## src/rtl/cmprs_status_mchn.sv

```systemverilog
// Per-channel compressor status: registered activity levels, flush tracking between
// stuffer stop and EOF write, sticky done/timeout flags, flush watchdog and masked irq.
module cmprs_status_mchn #(
  parameter int NUM_CHN    = 4,
  parameter int FLUSH_TOUT = 1000,
  parameter int TOUT_BITS  = 16
) (
  input  logic                   mclk,
  input  logic                   mrst,
  input  logic [NUM_CHN-1:0]     eof_written,
  input  logic [NUM_CHN-1:0]     stuffer_running,
  input  logic [NUM_CHN-1:0]     reading_frame,
  input  logic                   irq_mask_we,
  input  logic [NUM_CHN-1:0]     irq_mask_data,
  input  logic [NUM_CHN-1:0]     done_clr,
  input  logic [NUM_CHN-1:0]     tout_clr,
  output logic [5*NUM_CHN-1:0]   status,
  output logic                   irq
);

  localparam logic [TOUT_BITS-1:0] TOUT_MAX = TOUT_BITS'(FLUSH_TOUT);
  localparam logic [TOUT_BITS-1:0] TOUT_PRE = TOUT_BITS'(FLUSH_TOUT - 1);

  logic [NUM_CHN-1:0] irq_mask;
  logic [NUM_CHN-1:0] done_vec;

  generate
    for (genvar gi = 0; gi < NUM_CHN; gi++) begin : g_chn
      logic                 stuffer_r;
      logic                 reading_r;
      logic                 flushing;
      logic                 done;
      logic                 tout;
      logic [TOUT_BITS-1:0] cnt;
      logic                 fall;

      assign fall = stuffer_r & ~stuffer_running[gi];

      always_ff @(posedge mclk or posedge mrst) begin
        if (mrst) begin
          stuffer_r <= 1'b0;
          reading_r <= 1'b0;
          flushing  <= 1'b0;
          done      <= 1'b0;
          tout      <= 1'b0;
          cnt       <= '0;
        end else begin
          stuffer_r <= stuffer_running[gi];
          reading_r <= reading_frame[gi];

          // A stuffer stop always (re)starts a flush, even on the EOF cycle.
          if (fall)
            flushing <= 1'b1;
          else if (eof_written[gi])
            flushing <= 1'b0;

          if (flushing && eof_written[gi] && !fall)
            done <= 1'b1;
          else if (done_clr[gi])
            done <= 1'b0;

          if (fall)
            cnt <= '0;
          else if (flushing && cnt < TOUT_MAX)
            cnt <= cnt + TOUT_BITS'(1);

          // Flag lands together with the counter reaching its saturation value.
          if (flushing && !fall && cnt == TOUT_PRE)
            tout <= 1'b1;
          else if (tout_clr[gi])
            tout <= 1'b0;
        end
      end

      assign status[5*gi +: 5] = {tout, done, flushing, stuffer_r, reading_r};
      assign done_vec[gi]      = done;
    end
  endgenerate

  always_ff @(posedge mclk or posedge mrst) begin
    if (mrst) begin
      irq_mask <= '0;
      irq      <= 1'b0;
    end else begin
      if (irq_mask_we)
        irq_mask <= irq_mask_data;
      irq <= |(done_vec & irq_mask);
    end
  end

endmodule

```

## config.mk

```make
export PLATFORM = sky130hd
export DESIGN_NAME = cmprs_status_mchn
export DESIGN_NICKNAME = d
export VERILOG_FILES = /design/src/rtl/cmprs_status_mchn.sv
export SDC_FILE = /design/constraint.sdc
export NUM_CORES = 1
export LEC_CHECK = 0
export BUFFER_PORTS_ARGS = -buffer_cell sky130_fd_sc_hd__clkbuf_2
export CORE_MARGIN = 2
export CORE_UTILIZATION = 42
export CTS_CLUSTER_DIAMETER = 120
export CTS_CLUSTER_SIZE = 40
export DETAILED_ROUTE_END_ITERATION = 6
export PLACE_DENSITY = 0.61
export SKIP_LAST_GASP = 1
export SYNTH_ARGS = -nofsm -noshare
export SYNTH_HDL_FRONTEND = slang
export SYNTH_SLANG_ARGS = --single-unit
```

## constraint.sdc

```tcl
create_clock -name mclk -period 2.35 [get_ports mclk]
set_clock_uncertainty 0.05 [all_clocks]
set_input_delay 0.235 -clock mclk [delete_from_list [all_inputs] [get_ports mclk]]
set_output_delay 0.235 -clock mclk [all_outputs]
set_load 0.02 [all_outputs]
```

# Word level (Yosys, flattened, before mapping)
# Index checks and enable logic that the tools add are counted.
# totals
reg_bits,89
inputBits,27
output_inout_bits,21
word_cells,120
# classes
n_addsub,4
magnitude_cmp,4
n_eq_ne,4
mux,32
bitwise_logic,9
reduce_logical,41
# ops
operator,count
$mux W16,8
$add A16 B1 Y16 const B,4
$eq A16 B10 Y1 const B,4
$lt A16 B10 Y1 const B,4
$reduce_bool A2 Y1,16
$mux W1,24
$logic_and A1 B1 Y1,20
$and A1 B1 Y1,4
$and A4 B4 Y4,1
$logic_not A1 Y1,4
$not A1 Y1,4
$reduce_or A4 Y1,1

# Logic depth before layout (Yosys ltp)
# depth
depth_word,6
mapped_depth,5
ltp_nobuf,5

# Least setup slack after synthesis
# Ideal clock, no wire load.
# synth_timing
path_kind,reg-to-reg
startpoint,register g_chn[0].cnt[11]
endpoint,register g_chn[0].cnt[3]
setup_time_ps,78
arrival_ps,1880
required_ps,2222
slack_ps,341
stages_incl_launch_ff,6
path_buffers,1
period_less_slack_ps,2009
cell_sequence,dfrtp_1 > or4_4 > or2_1 > buf_6 > or4_1 > a21oi_1
# synth_via
elab_chain_len,3
# synth_rtl
element,line,text
start: declaration,34,logic [TOUT_BITS-1:0] cnt;
start signal: assignment,65,cnt <= cnt + TOUT_BITS'(1);
$lt A16 B10 Y1,64,else if (flushing && cnt < TOUT_MAX)
$logic_and A1 B1 Y1,64,
$reduce_bool A2 Y1 (no line),n/a,
# No other way between the ends.
# A chain may end at the register's enable or synchronous reset.

# Worst setup path in the final report
# layout_timing
startpoint,register g_chn[0].cnt[11]
endpoint,register g_chn[0].cnt[4]
# Same word-level chain as after synthesis.

==> flow_summary.yaml <==
status:
  status: "completed"
cells_and_area:
  fin_cells: 584
  drive_gt1_frac: 0.182
  final_nets: 477
  finalInstanceArea_um2: 4700
  diodes: 0
  area_delta_synth_final_pct: 14.8
logic_synthesis:
  synth_cell_type_count: 46
  synth_nets: 430
  synth-main-ff-cell: "dfrtp_1"
  synth_top_area_frac: 0.544
  ys_seq_area_frac: 0.544
  syn_avg_cell_area_um2: 10.3
  synth_warnings: 0
  synth_area_um2: 4100
  yosys.area.top_type: "dfrtp_1"
  netlist_top_cells_count: "dfrtp_1 (89), a21oi_1 (26), nand2_1 (25), nand3_1 (24)"
  syn-instance-count: 399
  synth.most_common_cell: "dfrtp_1"
  ys_ff_latch: 89
  ys_async_sr_fraction: 1.00
  synth_edf_count: 0
  synthTopCellsByArea: "dfrtp_1 (54%), buf_4 (3.7%), a21oi_1 (3.2%), and2_1 (3.1%), nand3_1 (2.9%)"
routing:
  routed_wl_mm: 7.76
  remaining_drc_errors: 0
  dr.pass1.iters: 4
  via_per_inst: 5.22
  wl_per_cell_um: 13.3
  drt-initial-drc-count: 90
  dr_total_vias: 3047
  drtAntennaViolNets: 0
floorplan:
  core_um2: 9640
  die_area_um2: 10600
  die-height_um: 103
  rows: 36
  top_level_ports: 48
  start_util: 0.425
  fp.dieW_um: 103
cts:
  cts_resized: 0
  numCtsBuffers: 9
  clock_latency_ns: 0.35
  cts_sinks: 89
  clock_path_buffers: 2
  cts_max_level: 3
  cts_setup_buffers: 0
  cts_tree: "done"
  clkTransAtPathRegs_ns: 0.08
  cts_root_buffer: "clkbuf_8"
worst_setup_path:
  critPathCaptureType: "register"
  startpoint_type: "register"
  r2r-end: "g_chn[0].cnt[4]"
  critPathArrivalTime_ns: 2.33
  worstSetupPathType: "register to register"
  r2r_start: "g_chn[0].cnt[11]"
  r2r_cells: 4
  reg2reg_slack_ns: 0.24
  critPathRequiredTime_ns: 2.58
  worst-path-max-fanout: 10
global_route:
  grt_use_total: 0.164
  grt_max_degree: 72
  overflow: 0
  grt_pass1_wl_mm: 13.5
  grt_pass1_vias: 2964
  antenna_found_initial: 0
timing:
  hold_viol: 0
  min_period_ns: 2.11
  slew_headroom: 0.586
  fin_ws_ns: 0.243
  worst_slew_pin_slew_ns: 0.620
  maxSlewViolCount: 0
  rsz0062_at_grt: "false"
  finalSetupViolCount: 0
  post-route-period-util: 0.897
  max_freq_mhz: 475
  tns_ns: 0
placement:
  place_ws_ns: 0.255
  place_inst: 552
  hpwl_mm: 5.34
  portBuffers: 47
  placed_area_um2: 4350
  place.gp.congestion: 0.821
hold_path:
  min_to: "g_chn[0].done"
  holdPathStages: 2
  min_from: "done_clr[0]"
  hold_class: "input port to register"
power_and_ir_drop:
  ir_drop_mv: 0.280
  power_density_nw_per_um2: 635
  p_leak_nw: 2.20
job:
  drv_cap: 0
worst max-delay path: stages (launching register included):
cell and delay (ns):
dfrtp_1 0.39, or4_4 0.55, or2_1 0.35, or4_1 0.54, a21oi_1 0.15
metal layers:
layer	vias to the layer above	GRT usage	routed length [um]	share of wire
met5	-	0	0	0
met4	0	0.0486	59	0.0076
met3	4	0.0461	354	0.046
met2	63	0.266	3650	0.47
met1	1449	0.215	3700	0.48
li1	1531	-	-	-
final cells by class:
type | count | area [um2]
Tap cell | 133 | 166
Clock inverter | 3 | 23.8
Fill cell | 925 | 4940
Timing Repair Buffer | 68 | 445
Multi-Input combinational cell | 263 | 1610
Sequential cell | 89 | 2230
Inverter | 15 | 60.1
Clock buffer | 13 | 169
flip-flops by register name, indices dropped and copies added, names as in the netlist:
| signal | flops |
|---|---|
| irq | 1 |
| g_chn.done | 4 |
| g_chn.stuffer_r | 4 |
| g_chn.flushing | 4 |
| g_chn.cnt | 64 |
| irq_mask | 4 |
| g_chn.reading_r | 4 |
| g_chn.tout | 4 |
cells by family after synthesis:
kind of cell	after synthesis	synth area share
muxes	8	0.0208
AOI/OAI and AO/OA	84	0.131
adders and majority gates	4	0.0122
DFF	89	0.544
buffers and inverters	47	0.0632
and+or+nand+nor	167	0.229
cells in the final DEF (no fill, tap or decap), types with 4 or more instances in the layout:
cell	count
or3_1	7
mux2i_1	4
nor2b_1	5
nor2_1	19
and3_1	12
dfrtp_1	89
clkbuf_8	12
nand4_1	8
a41o_1	6
o31ai_1	9
nand3_1	24
and2_1	20
inv_1	14
ha_1	4
clkbuf_2	47
buf_4	4
nor3_1	5
nand2b_1	9
a21oi_1	26
nor4_1	8
a31oi_1	6
mux2_2	4
nand2_1	25
dlygate4sd3_1	16
o21ai_0	19
or4_1	11
where the power goes:
| part | switching, mW | internal (mW) | leakage, nW |
|---|---|---|---|
| Combinational | 0.188 | 0.134 | 0.915 |
| Sequential | 0.0654 | 1.60 | 1.19 |
| Clock | 0.523 | 0.474 | 0.0919 |
worst max path at each step:
stage / from / end / slack [ns] / depth (start not counted)
after CTS: g_chn[0].cnt[11] / g_chn[0].cnt[4] / 0.24 / 4
after detailed placement: g_chn[0].cnt[11] / g_chn[0].cnt[4] / 0.25 / 4
final: g_chn[0].cnt[11] / g_chn[0].cnt[4] / 0.24 / 4
after global placement: g_chn[0].cnt[11] / g_chn[0].cnt[6] / 0.31 / 4
after global routing: g_chn[2].cnt[13] / g_chn[2].cnt[8] / 0.15 / 4
after floorplan: g_chn[0].cnt[11] / g_chn[0].cnt[3] / 0.34 / 5
repair_timing:
| action | 4_1_cts | 5_1_grt |
|---|---|---|
| endpoints found under the setup margin | 0 | 0 |
| hold buffers | 16 | 0 |
| hold endpoints to repair | 33 | 0 |
through the flow:
step | power [mW] | util | hold WS [ns]
5_1_grt | 3.15 | 0.488 | 0.0132
2_1_floorplan | 1.92 | - | 0.216
3_5_place_dp | 2.00 | 0.451 | 0.212
6_report | 2.98 | 0.488 | 0.0212
4_1_cts | 3.04 | 0.488 | 0.000788
3_3_place_gp | 1.99 | 0.451 | 0.205
Note: power is estimated with default switching activity, not from simulation.
